$ cat src/rtl/router_fifo_pkg.sv
// Shared widths, error-bit positions and defaults for the router input-port FIFOs.
package router_fifo_pkg;

    localparam int FLIT_W_DEF  = 8;
    localparam int ERR_OVF_BIT = 0;
    localparam int ERR_UDF_BIT = 1;
    localparam int ERR_W       = 2;

    function automatic int width_of(input int n);
        return (n > 1) ? $clog2(n) : 1;
    endfunction

endpackage

$ cat src/rtl/vc_fifo_ctrl_if.sv
// Write/read request and status bundle of the multi-VC input FIFO.
interface vc_fifo_ctrl_if
    import router_fifo_pkg::*;
#(
    parameter int NUM_VC = 4,
    parameter int DEPTH  = 5,
    parameter int DATA_W = FLIT_W_DEF
);
    localparam int VC_W  = width_of(NUM_VC);
    localparam int CNT_W = $clog2(DEPTH + 1);

    logic                    wr_en;
    logic [VC_W-1:0]         wr_vc;
    logic [DATA_W-1:0]       wr_data;
    logic                    rd_en;
    logic [VC_W-1:0]         rd_vc;
    logic [DATA_W-1:0]       rd_data;
    logic                    rd_valid;
    logic [NUM_VC-1:0]       full;
    logic [NUM_VC-1:0]       empty;
    logic [NUM_VC-1:0]       afull;
    logic [NUM_VC*CNT_W-1:0] count;
    logic                    ovf_err;
    logic                    udf_err;

    modport master (
        output wr_en, wr_vc, wr_data, rd_en, rd_vc,
        input  rd_data, rd_valid, full, empty, afull, count, ovf_err, udf_err
    );

    modport slave (
        input  wr_en, wr_vc, wr_data, rd_en, rd_vc,
        output rd_data, rd_valid, full, empty, afull, count, ovf_err, udf_err
    );
endinterface

$ cat src/rtl/vc_fifo_chan_ptr.sv
// Pointers, occupancy and flags of one virtual channel; hit strobes are pre-qualified.
module vc_fifo_chan_ptr #(
    parameter int DEPTH    = 5,
    parameter int AFULL_TH = 4,
    parameter int PTR_W    = 3,
    parameter int CNT_W    = 3
) (
    input  logic             clk,
    input  logic             rst,
    input  logic             wr_hit,
    input  logic             rd_hit,
    output logic [PTR_W-1:0] wptr,
    output logic [PTR_W-1:0] rptr,
    output logic [CNT_W-1:0] cnt,
    output logic             full,
    output logic             empty,
    output logic             afull
);
    // Explicit wrap compare keeps non-power-of-two depths exact.
    function automatic logic [PTR_W-1:0] ptr_next(input logic [PTR_W-1:0] p);
        return (p == PTR_W'(DEPTH - 1)) ? '0 : p + PTR_W'(1);
    endfunction

    always_ff @(posedge clk) begin
        if (rst) begin
            wptr <= '0;
            rptr <= '0;
            cnt  <= '0;
        end else begin
            if (wr_hit) wptr <= ptr_next(wptr);
            if (rd_hit) rptr <= ptr_next(rptr);
            if (wr_hit && !rd_hit)      cnt <= cnt + CNT_W'(1);
            else if (rd_hit && !wr_hit) cnt <= cnt - CNT_W'(1);
        end
    end

    assign full  = (cnt == CNT_W'(DEPTH));
    assign empty = (cnt == '0);
    assign afull = (cnt >= CNT_W'(AFULL_TH));
endmodule

$ cat src/rtl/vc_fifo_ctrl.sv
// Multi-VC input FIFO: request decode, banked storage, registered read port, sticky errors.
module vc_fifo_ctrl
    import router_fifo_pkg::*;
#(
    parameter int NUM_VC   = 4,
    parameter int DEPTH    = 5,
    parameter int DATA_W   = FLIT_W_DEF,
    parameter int AFULL_TH = 4
) (
    input  logic          clk,
    input  logic          rst,
    vc_fifo_ctrl_if.slave bus
);
    localparam int VC_W  = width_of(NUM_VC);
    localparam int PTR_W = width_of(DEPTH);
    localparam int CNT_W = $clog2(DEPTH + 1);

    logic [DATA_W-1:0] mem [NUM_VC][DEPTH];
    logic [PTR_W-1:0]  wptr_a [NUM_VC];
    logic [PTR_W-1:0]  rptr_a [NUM_VC];
    logic [CNT_W-1:0]  cnt_a  [NUM_VC];
    logic [NUM_VC-1:0] full_v, empty_v, afull_v;
    logic [NUM_VC-1:0] wr_hit, rd_hit;

    logic              wr_in, rd_in, wr_ok, rd_ok;
    logic [DATA_W-1:0] rd_data_q;
    logic              rd_valid_q;
    logic [ERR_W-1:0]  err_q;

    assign wr_in = (32'(bus.wr_vc) < NUM_VC);
    assign rd_in = (32'(bus.rd_vc) < NUM_VC);
    assign rd_ok = bus.rd_en && rd_in && !empty_v[bus.rd_vc];
    // A full channel still takes a write when the same cycle frees a slot in it.
    assign wr_ok = bus.wr_en && wr_in &&
                   (!full_v[bus.wr_vc] || (rd_ok && (bus.rd_vc == bus.wr_vc)));

    for (genvar i = 0; i < NUM_VC; i++) begin : g_chan
        assign wr_hit[i] = wr_ok && (bus.wr_vc == VC_W'(i));
        assign rd_hit[i] = rd_ok && (bus.rd_vc == VC_W'(i));

        vc_fifo_chan_ptr #(
            .DEPTH    (DEPTH),
            .AFULL_TH (AFULL_TH),
            .PTR_W    (PTR_W),
            .CNT_W    (CNT_W)
        ) u_ptr (
            .clk    (clk),
            .rst    (rst),
            .wr_hit (wr_hit[i]),
            .rd_hit (rd_hit[i]),
            .wptr   (wptr_a[i]),
            .rptr   (rptr_a[i]),
            .cnt    (cnt_a[i]),
            .full   (full_v[i]),
            .empty  (empty_v[i]),
            .afull  (afull_v[i])
        );

        assign bus.count[i*CNT_W +: CNT_W] = cnt_a[i];
    end

    always_ff @(posedge clk) begin
        if (wr_ok) mem[bus.wr_vc][wptr_a[bus.wr_vc]] <= bus.wr_data;
    end

    always_ff @(posedge clk) begin
        if (rst) begin
            rd_data_q  <= '0;
            rd_valid_q <= 1'b0;
            err_q      <= '0;
        end else begin
            rd_valid_q <= rd_ok;
            if (rd_ok)               rd_data_q <= mem[bus.rd_vc][rptr_a[bus.rd_vc]];
            if (bus.wr_en && !wr_ok) err_q[ERR_OVF_BIT] <= 1'b1;
            if (bus.rd_en && !rd_ok) err_q[ERR_UDF_BIT] <= 1'b1;
        end
    end

    assign bus.rd_data  = rd_data_q;
    assign bus.rd_valid = rd_valid_q;
    assign bus.full     = full_v;
    assign bus.empty    = empty_v;
    assign bus.afull    = afull_v;
    assign bus.ovf_err  = err_q[ERR_OVF_BIT];
    assign bus.udf_err  = err_q[ERR_UDF_BIT];
endmodule

$ cat src/flat_wrapper.sv
// flat-port wrapper written by rule: the top's interface ports become plain ports
module vc_fifo_ctrl_flat import router_fifo_pkg::*;
#(
    parameter int NUM_VC   = 4,
    parameter int DEPTH    = 5,
    parameter int DATA_W   = FLIT_W_DEF,
    parameter int AFULL_TH = 4
)
  (clk, rst, bus_wr_en, bus_wr_vc, bus_wr_data, bus_rd_en, bus_rd_vc, bus_rd_data, bus_rd_valid, bus_full, bus_empty, bus_afull, bus_count, bus_ovf_err, bus_udf_err);
  vc_fifo_ctrl_if #(.NUM_VC(NUM_VC), .DEPTH(DEPTH), .DATA_W(DATA_W)) bus_i ();
  input  logic clk;
  input  logic rst;
  input wire logic [$bits(bus_i.wr_en)-1:0] bus_wr_en;
  input wire logic [$bits(bus_i.wr_vc)-1:0] bus_wr_vc;
  input wire logic [$bits(bus_i.wr_data)-1:0] bus_wr_data;
  input wire logic [$bits(bus_i.rd_en)-1:0] bus_rd_en;
  input wire logic [$bits(bus_i.rd_vc)-1:0] bus_rd_vc;
  output wire logic [$bits(bus_i.rd_data)-1:0] bus_rd_data;
  output wire logic [$bits(bus_i.rd_valid)-1:0] bus_rd_valid;
  output wire logic [$bits(bus_i.full)-1:0] bus_full;
  output wire logic [$bits(bus_i.empty)-1:0] bus_empty;
  output wire logic [$bits(bus_i.afull)-1:0] bus_afull;
  output wire logic [$bits(bus_i.count)-1:0] bus_count;
  output wire logic [$bits(bus_i.ovf_err)-1:0] bus_ovf_err;
  output wire logic [$bits(bus_i.udf_err)-1:0] bus_udf_err;
  assign bus_i.wr_en = bus_wr_en;
  assign bus_i.wr_vc = bus_wr_vc;
  assign bus_i.wr_data = bus_wr_data;
  assign bus_i.rd_en = bus_rd_en;
  assign bus_i.rd_vc = bus_rd_vc;
  assign bus_rd_data = bus_i.rd_data;
  assign bus_rd_valid = bus_i.rd_valid;
  assign bus_full = bus_i.full;
  assign bus_empty = bus_i.empty;
  assign bus_afull = bus_i.afull;
  assign bus_count = bus_i.count;
  assign bus_ovf_err = bus_i.ovf_err;
  assign bus_udf_err = bus_i.udf_err;
  vc_fifo_ctrl #(.NUM_VC(NUM_VC), .DEPTH(DEPTH), .DATA_W(DATA_W), .AFULL_TH(AFULL_TH)) u_core (.clk(clk), .rst(rst), .bus(bus_i));
endmodule
$ cat config.mk
export PLATFORM = sky130hd
export DESIGN_NAME = vc_fifo_ctrl_flat
export DESIGN_NICKNAME = d
export VERILOG_FILES = /design/src/rtl/router_fifo_pkg.sv /design/src/rtl/vc_fifo_ctrl_if.sv /design/src/rtl/vc_fifo_chan_ptr.sv /design/src/rtl/vc_fifo_ctrl.sv /design/src/flat_wrapper.sv
export SDC_FILE = /design/constraint.sdc
export NUM_CORES = 1
export LEC_CHECK = 0
export BUFFER_PORTS_ARGS = -buffer_cell sky130_fd_sc_hd__buf_2
export CAP_MARGIN = 10
export CORE_ASPECT_RATIO = 2
export CORE_MARGIN = 8
export CORE_UTILIZATION = 55
export CTS_CLUSTER_SIZE = 12
export DETAILED_ROUTE_END_ITERATION = 12
export HOLD_SLACK_MARGIN = 0.08
export PLACE_DENSITY = 0.73
export REMOVE_ABC_BUFFERS = 1
export SYNTH_ARGS = -nofsm -noshare
export SYNTH_HDL_FRONTEND = slang
export SYNTH_HIERARCHICAL = 1
export SYNTH_SLANG_ARGS = --single-unit
export TNS_END_PERCENT = 10
$ cat constraint.sdc
create_clock -name clk -period 7.2 [get_ports clk]
set_input_delay 0.72 -clock clk [delete_from_list [all_inputs] [get_ports clk]]
set_output_delay 0.72 -clock clk [all_outputs]
set_load 0.01 [all_outputs]
==> results.ini, run 1 <==
[run_status]
status=completed

[place]
dpl.hpwl_mm=13.1
gp_congestion=0.846
dp_cells=802
port_buffers=50
placed_cell_area_um2=9260

[final_layout]
drive_gt1_share_pct=23.1
layout_common_cells=160 x edfxtp_1, 50 x buf_2, 47 x dfxtp_1, 46 x mux4_2, 39 x nor2_1
finalNetCount=664
fin_cells=834
seqCellArea_um2=5750
layout_commonest_cell=edfxtp_1
fin_util_pct=62.6
syn2layout_area_growth_pct=11.6
multi_input_area_um2=2840
num-fill-cells=1126
n_antenna_cell=0
final_area_um2=9830

[power_and_ir_drop]
total_power_mw=2.47
p_per_area_nw_per_um2=252
p_leak_nw=3.41
irDropWorstVdd_v=0.000194

[route]
met1_length_mm=7.14
highest_layer=met4
ant_nets=0
viasPerCell=6.16
vias=5138
drtPass1Iterations=4
drt_iter0_markers=296
wl_met2_mm=10.3
drc=0
dr_wl_met3_um=931
drt-total-wl_mm=19.3
wire_per_inst_um=23.2

[timing]
fin_crit_ps=4060
worst_clock_skew_ps=19.8
slew_violations=0
final_hold_viol_count=0
setup_viol_count_final=0
fin_tns_setup_ps=0
rsz0062_at_grt=no
finalCritPeriodShare_pct=56.4
fmax_mhz=246
worst_pin_slew_ps=1080
slew_headroom_pct=27.3

[critical_path]
slowest_delay_ps=630
startpoint_type=primary input
crit_chain=buf_2 -> mux4_2 -> or4_4 -> nand2_1 -> nand2_1 -> nor3_1 -> ha_1 -> inv_1 -> fa_1 -> xor2_1 -> or3_1 -> a21oi_1
crit_arrival_ps=4480
end_kind=flop
critPathMaxFanout=19
worstPathRequired_ps=7620
cpMaxStageDelayCell=mux4_2
criticalPathCategory=primary input to flop
crit_path_frequent_cell=nand2_1
r2r_cells=12

[yosys]
synth_top_area_cell=edfxtp_1
synth_seq_cells=207
synthCells=570
synth_area_um2=8810
ys_seq_area_share_pct=65.2
yosysTopAreaCellShare_pct=54.6
synth-warning-count=6
avgSynthCellArea_um2=15.5
synth_edf_count=160
ys_async_sr_fraction_pct=0
synth.area.top_cells=edfxtp_1 55%, mux4_2 12%, dfxtp_1 11%
yosys.cell_types.count=37
synth_ff_type=edfxtp_1

[global_route]
grt_pass1_vias=5595
grt_max_degree=51
grt_pass1_wl_mm=30.6
gr-usage-all-layers_pct=19.1
grt_overflow=0
antenna_found_initial=0

[die]
io_pins=51
initial_core_util_pct=56.1
die_w_um=105
core_um2=15700
num_rows=65
die_h_um=195
dieArea_um2=20600

[cts]
postCtsHoldBufs=0
clkSinkCount=207
cts_root_buffer=clkbuf_16
cts_setup_buffers=0
insertion_delay_ps=490
ctsResizeCount=0
cts_tree=done
numCtsBuffers=21
cts_buffer_depth=3
cts_max_level=1
cts.reportedPaths.clkPinSlew_ps=60

[min_path]
whs_path_depth=2
min_path_type=flop to flop

[run]
drv.max_cap_violation_count=0

[final timing paths]
| path | start | slack [ps] | endpoint |
|---|---|---|---|
| hold / removal | u_core/g_chan[3].u_ptr/wptr[2] | 500 | u_core/g_chan[3].u_ptr/wptr[2] |
| setup / recovery | bus_rd_vc[0] | 3140 | u_core/g_chan[0].u_ptr/cnt[2] |
| hold reg to reg | u_core/g_chan[3].u_ptr/wptr[2] | 500 | u_core/g_chan[3].u_ptr/wptr[2] |
| setup reg to reg | u_core/g_chan[1].u_ptr/cnt[0] | 3420 | u_core/g_chan[0].u_ptr/cnt[2] |
[worst max-delay path: cells and delay by family]
kind                       cells  cell delay [ps]
and+or+nand+nor                5             1580
AOI/OAI and AO/OA              1              150
adders and majority gates      2              660
xor gates and xnor gates       1              150
muxes                          1              630
buffers and inverters          2              560
[cell usage after synthesis (2+ instances only)]
| library cell | n |
|---|---|
| nand3b_1 | 8 |
| inv_1 | 26 |
| o22ai_1 | 8 |
| nor2_1 | 39 |
| buf_2 | 5 |
| xor2_1 | 10 |
| nor3b_1 | 8 |
| nand2_1 | 24 |
| fa_1 | 4 |
| nand3_1 | 16 |
| edfxtp_1 | 160 |
| nor3_2 | 4 |
| a31o_2 | 8 |
| nor3_1 | 12 |
| mux2i_1 | 27 |
| a21oi_1 | 27 |
| o21ai_0 | 12 |
| buf_1 | 6 |
| mux2_2 | 2 |
| a21boi_0 | 3 |
| or3_1 | 6 |
| nand2b_1 | 7 |
| ha_1 | 20 |
| a22oi_1 | 8 |
| dfxtp_1 | 47 |
| mux4_2 | 46 |
| clkbuf_1 | 17 |
[registers in the layout, indices dropped and copies added (netlist names)]
signal	count
u_core/mem	160
u_core/g_chan.u_ptr/cnt	12
u_core/g_chan.u_ptr/rptr	12
u_core/g_chan.u_ptr/wptr	12
u_core/bus.rd_data	8
u_core/err_q	2
u_core/bus.rd_valid	1
[cell families after synthesis]
| group | after synthesis | synth area share, % |
|---|---|---|
| flip-flops | 207 | 65.2 |
| AND/OR/NAND/NOR | 130 | 7.59 |
| buffers and inverters | 56 | 2.54 |
| AO/OA/AOI/OAI | 68 | 4.80 |
| XOR/XNOR | 10 | 0.994 |
| adder cells (fa/ha/maj) | 24 | 3.75 |
| multiplexers | 75 | 15.1 |
[through the flow]
step                      setup slack [ps]  hold WS [ps]
after global placement                2690           460
final                                 3140           498
after global routing                  2930           504
after CTS                             3130           488
after detailed placement              2610           474
after floorplan                       3550           443
[report_power, final]
part           switching (mW)  total [mW]  internal, mW  leakage [nW]
logic                   0.116       0.197        0.0801          1.31
registers              0.0192        1.33          1.31          1.83
clock network           0.414       0.950         0.537         0.275
total                   0.549        2.47          1.93          3.41
[area by class of cell]
class	count	area share, %
sequential	207	58.4
multi-input combinational	307	28.9
clock buffer	31	5.73
timing repair buffer	60	3.31
tap	201	2.56
inverter	27	1.03
clock inverter	1	0.0891
[routing by layer]
metal  track usage (%)  vias up
met2              34.2      188
met3              2.35       48
met1              21.4     2626
li1                  -     2276
met4              10.4        0
met5                 0        -
Power figures use the tool's default switching activity.
==> run 2: changes to the inputs <==
Settings changed: PLACE_DENSITY 0.73 to 0.76.
Clock period 7.2 ns to 3.4 ns, I/O delays scaled along.
==> run 2 against run 1 <==
Global-route usage down 0.14 points. Worst setup slack got worse by 3100 ps. Sequential share of layout area shrank 1.7 points. Non-clock buffer count grew 34. Clock power is 110% higher. Combinational power up 140%. Power grew 110%. Clock skew fell by 4.4 ps. Final cell count up 4.7%. Cell area rose by 3.2%. Highest routed layer unchanged. Hold slack got worse by 370 ps.
==> results.ini, run 2 (same netlist as run 1, synthesis figures left out) <==
[timing]
finalCritPeriodShare_pct=98.4
setup_viol_count_final=0
slew_headroom_pct=38.8
worst_clock_skew_ps=15.3
fin_tns_setup_ps=0
worst_pin_slew_ps=917
layout_setup_ws_ps=54.8
fmax_mhz=299
fin_crit_ps=3350
final_hold_viol_count=0
slew_violations=0

[route]
wire_per_inst_um=22.3
drtPass1Iterations=5
drt_iter0_markers=271
drt-total-wl_mm=19.5
viasPerCell=6.02
vias=5254
ant_nets=0
drc=0

[final_layout]
syn2layout_area_growth_pct=15.2
seqCellArea_um2=5760
fin_cells=873
finalNetCount=698
layout_commonest_cell=edfxtp_1
fin_util_pct=64.7
layout_common_cells=160 x edfxtp_1, 49 x buf_2, 46 x mux4_2, 45 x buf_4, 42 x dfxtp_1
multi_input_area_um2=2860
largest_reg_flops=160
num-fill-cells=1127
n_antenna_cell=0
drive_gt1_share_pct=28.3

[critical_path]
end_kind=flop
r2r_slack_ps=50
crit_arrival_ps=3740
r2r-end=u_core/g_chan[0].u_ptr/cnt[2]
r2r_cells=12
criticalPathCategory=flop to flop
startpoint_type=flop
r2r_start=u_core/g_chan[1].u_ptr/cnt[2]
critPathMaxFanout=6
worstPathRequired_ps=3790

[cts]
cts_buffer_depth=3
clkSinkCount=207
cts_max_level=1
cts_root_buffer=clkbuf_16
numCtsBuffers=21
cts_tree=done
cts.reportedPaths.clkPinSlew_ps=60
postCtsHoldBufs=0
insertion_delay_ps=480

[power_and_ir_drop]
irDropWorstVdd_v=0.000442
power_switching_mw=1.18
pwr-share-comb_pct=9.0
power.internal_mw=4.13
p_leak_nw=3.60
p_seq_share_pct=52.7
p_per_area_nw_per_um2=523
swShare_pct=22.2
power_frac_clock_pct=38.2
total_power_mw=5.31

[global_route]
grt_overflow=0
gr-usage-all-layers_pct=19.0
grt_pass1_vias=5666
grt_pass1_wl_mm=30.3
grt_max_degree=50
antenna_found_initial=0

[die]
io_pins=51
die_h_um=195
die_w_um=105
core_um2=15700
initial_core_util_pct=56.1
num_rows=65
dieArea_um2=20600

[place]
dp_cells=834
dp_worst_setup_slack_ps=-89.1
dpl.hpwl_mm=13.8
gp_congestion=0.891
port_buffers=50

[min_path]
hp-start=bus_rd_en
min_path_type=primary input to flop
whs_path_depth=3
hold_end=u_core/err_q[1]

[run_status]
status=completed

[run]
drv.max_cap_violation_count=0

[run 2: layout make-up]
type | instances | share of cell area (%)
clock buffer | 35 | 5.70
tap | 201 | 2.48
inverter | 27 | 0.999
timing repair buffer | 94 | 5.74
sequential | 207 | 56.7
multi-input combinational | 307 | 28.2
clock inverter | 2 | 0.123
[run 2: critical path: stages (launching register included)]
cell     delay (ps)
dfxtp_4         370
nor3_1           90
mux4_2          480
or4_4           570
nand2_1         130
nand2_4          90
nor3_4          220
ha_2            210
inv_1            50
fa_1            400
xor2_1          160
or3_1           310
a21oi_1         170
[run 2: per-stage QoR]
step / hold WS (ps) / instance area (um^2)
detailed placement: 471 / 9500
floorplan: 409 / 8680
global route: 142 / 10100
CTS: 118 / 10100
global placement: 453 / 9500
finish: 127 / 10100
[run 2: timing repair]
item,4_1_cts,5_1_grt
hold endpoints to repair,0,0
setup buffers,0,2
gates resized for setup,4,11
pin swaps,0,2
setup endpoints to repair,2,4
[run 2: how the worst max path moves through the flow]
stage                                        from                             to  slack (ps)  depth (start not counted)
detailed placement  u_core/g_chan[1].u_ptr/cnt[2]  u_core/g_chan[0].u_ptr/cnt[2]         -90                         12
CTS                 u_core/g_chan[3].u_ptr/cnt[2]  u_core/g_chan[3].u_ptr/cnt[2]          10                         12
global route        u_core/g_chan[1].u_ptr/cnt[2]  u_core/g_chan[1].u_ptr/cnt[2]          -3                         12
floorplan           u_core/g_chan[3].u_ptr/cnt[2]  u_core/g_chan[0].u_ptr/cnt[2]        -130                         12
finish              u_core/g_chan[1].u_ptr/cnt[2]  u_core/g_chan[0].u_ptr/cnt[2]          50                         12
global placement                     bus_rd_vc[0]  u_core/g_chan[0].u_ptr/cnt[2]         160                         12
[run 2: metal layers]
metal  GRT usage [%]  up-vias  wire [um]  part of all wire (%)
met5               0        -          0                     0
met4            11.9        0       1110                   5.7
met3            2.39       62        818                   4.2
met2            34.9      185      10700                    55
met1            19.7     2651       6880                    35
li1                -     2356          -                     -
[run 2: power by group through the flow]
stage	clock [mW]	combinational [mW]	sequential, mW
finish	2.03	0.479	2.80
global route	2.15	0.516	2.80
CTS	2.06	0.477	2.80
detailed placement	0	0.474	2.85
global placement	0	0.452	2.85
floorplan	0	0.216	2.87
==> run 3: changes to the inputs <==
Settings changed: ABC_AREA from default to 1, CORE_MARGIN 8 to 4.
==> run 3 against run 2 <==
Non-clock buffer count down 32. Largest power group unchanged. First-iteration DRC count up 110%. Largest cell class unchanged. Synthesized area up 8.2%. Clock skew down 2.5 ps. Sequential power about the same. Critical path type unchanged. Global-route usage up 4.9 points. Combinational power up 23%. Final cell count up 45%. Fmax up 17%. Highest routed layer unchanged.
==> results.ini, run 3 <==
[run_status]
status=completed

[die]
dieArea_um2=19600
num_rows=67
die_h_um=194
io_pins=51
core_um2=16900
initial_core_util_pct=56.3
die_w_um=101

[global_route]
grt_max_degree=83
grt_pass1_wl_mm=36.5
gr-usage-all-layers_pct=23.9
antenna_found_initial=0
grt_pass1_vias=7149
grt_overflow=0

[route]
vias=7204
ant_nets=0
viasPerCell=5.68
drt_iter0_markers=568
drtPass1Iterations=5
drc=0
drt-total-wl_mm=23.3
wire_per_inst_um=18.4

[timing]
slew_violations=0
slew_headroom_pct=40.6
rsz0062_at_grt=no
worst_clock_skew_ps=12.8
fin_crit_ps=2870
fmax_mhz=349
finalCritPeriodShare_pct=84.3
fin_tns_setup_ps=0
final_hold_viol_count=0
setup_viol_count_final=0
worst_pin_slew_ps=892

[cts]
numCtsBuffers=21
cts_buffer_depth=3
cts_root_buffer=clkbuf_16
postCtsHoldBufs=0
cts_max_level=1
cts.reportedPaths.clkPinSlew_ps=60
insertion_delay_ps=480
ctsResizeCount=0
clkSinkCount=207
cts_tree=done
cts_setup_buffers=0

[critical_path]
critPathMaxFanout=6
r2r_cells=18
r2r-end=u_core/g_chan[2].u_ptr/cnt[2]
startpoint_type=flop
r2r_slack_ps=530
end_kind=flop
worstPathRequired_ps=3780
crit_arrival_ps=3250
r2r_start=u_core/g_chan[2].u_ptr/cnt[1]
criticalPathCategory=flop to flop

[yosys]
synthTopCellsByCount=289 x nand2_1, 160 x edfxtp_1, 146 x nand3_1
ys_async_sr_fraction_pct=0
synth_top_area_cell=edfxtp_1
synth_area_um2=9530
synth_seq_cells=207
synth_ff_type=edfxtp_1
synthMostInstantiatedCell=nand2_1
ys_seq_area_share_pct=60.3
synth.area.top_cells=edfxtp_1 50%, nand2_1 11%, dfxtp_1 9.9%
yosys.cell_types.count=32
synth-warning-count=6
synthCells=1005
yosysTopAreaCellShare_pct=50.4
avgSynthCellArea_um2=9.49
synth_edf_count=160

[final_layout]
drive_gt1_share_pct=11.5
syn2layout_area_growth_pct=9.69
final_area_um2=10500
n_antenna_cell=0
layout_commonest_cell=nand2_1
fin_cells=1269
layout_common_cells=289 x nand2_1, 160 x edfxtp_1, 146 x nand3_1, 109 x nor2_1, 61 x inv_1
largest_reg_flops=160
finalNetCount=1088
num-fill-cells=1418

[run]
drv.max_cap_violation_count=0

[power_and_ir_drop]
swShare_pct=24.4
pwr-share-comb_pct=10.9
irDropWorstVdd_v=0.000439
power_switching_mw=1.33
power.internal_mw=4.11
power_frac_clock_pct=37.3
p_seq_share_pct=51.8
p_per_area_nw_per_um2=521
p_leak_nw=4.24
total_power_mw=5.45

[place]
dpl.hpwl_mm=15.8
port_buffers=50
gp_congestion=0.920
placed_cell_area_um2=9870
dp_cells=1232

[min_path]
hold_end=u_core/err_q[0]
hp-start=bus_wr_en
min_path_type=primary input to flop
whs_path_depth=3

[run 3: layout make-up]
cell class | instances | area, um^2 | share of cell area (%)
Sequential cell | 207 | 5750 | 54.9
Multi-Input combinational cell | 682 | 3240 | 31.0
Clock buffer | 36 | 582 | 5.56
Timing Repair Buffer | 62 | 340 | 3.25
Inverter | 74 | 283 | 2.70
Tap cell | 207 | 259 | 2.48
Clock inverter | 1 | 8.76 | 0.0838
[run 3: critical path, cell delays in order, from the launching register on]
cell	delay (ps)
dfxtp_1	430
nor3_1	90
buf_4	160
a21oi_2	140
nand3_1	120
inv_2	100
nand2_2	80
nand2_4	120
nand2_2	110
nor2_1	360
ha_1	260
inv_2	50
fa_1	400
inv_1	70
nand2_1	60
nand3_1	70
nand2_1	60
inv_1	50
nor2_1	40
[run 3: per-layer routing]
layer  share of wire, %  routed length [um]  global-route usage, %  vias up
met3                5.1                1190                   2.38       97
met2                 54               12600                   43.8      277
li1                   -                   -                      -     3443
met1                 33                7820                   25.0     3387
met5                  0                   0                      0        -
met4                7.5                1750                   15.3        0
[run 3: worst max path at each step]
stage	startpoint	end	slack (ps)	depth (start not counted)
2_1_floorplan	bus_rd_vc[0]	u_core/g_chan[2].u_ptr/cnt[2]	430	18
3_3_place_gp	bus_rd_vc[0]	u_core/g_chan[2].u_ptr/cnt[2]	520	20
3_5_place_dp	bus_rd_vc[0]	u_core/g_chan[0].u_ptr/cnt[2]	460	20
4_1_cts	u_core/g_chan[2].u_ptr/cnt[1]	u_core/g_chan[0].u_ptr/cnt[2]	570	18
5_1_grt	u_core/g_chan[2].u_ptr/cnt[1]	u_core/g_chan[0].u_ptr/cnt[2]	320	17
6_report	u_core/g_chan[2].u_ptr/cnt[1]	u_core/g_chan[2].u_ptr/cnt[2]	530	18
[run 3: through the flow]
stage / hold WS, ps / util, % / worst slack [ps]
after global placement: 438 / 58.3 / 517
after global routing: 272 / 61.7 / 320
after CTS: 235 / 61.7 / 573
after detailed placement: 446 / 58.3 / 458
final: 243 / 61.7 / 533
after floorplan: 402 / - / 434
[run 3: cells by family (layout without fill, tap and decap cells)]
logic type      Yosys count  count (layout)  share of synthesized area (%)
flops                   207             207                           60.3
compound gates           73              73                           4.07
fa+ha+maj                24              24                           3.47
xor+xnor                  1               1                         0.0919
buf+inv                 116             173                           5.76
simple gates            584             584                           26.3
[run 3: power by group through the flow]
stage	clock [mW]	combinational, mW	sequential (mW)
after global routing	2.17	0.655	2.83
after CTS	2.07	0.587	2.82
after floorplan	0	0.316	2.88
after detailed placement	0	0.583	2.88
after global placement	0	0.570	2.87
final	2.03	0.591	2.82
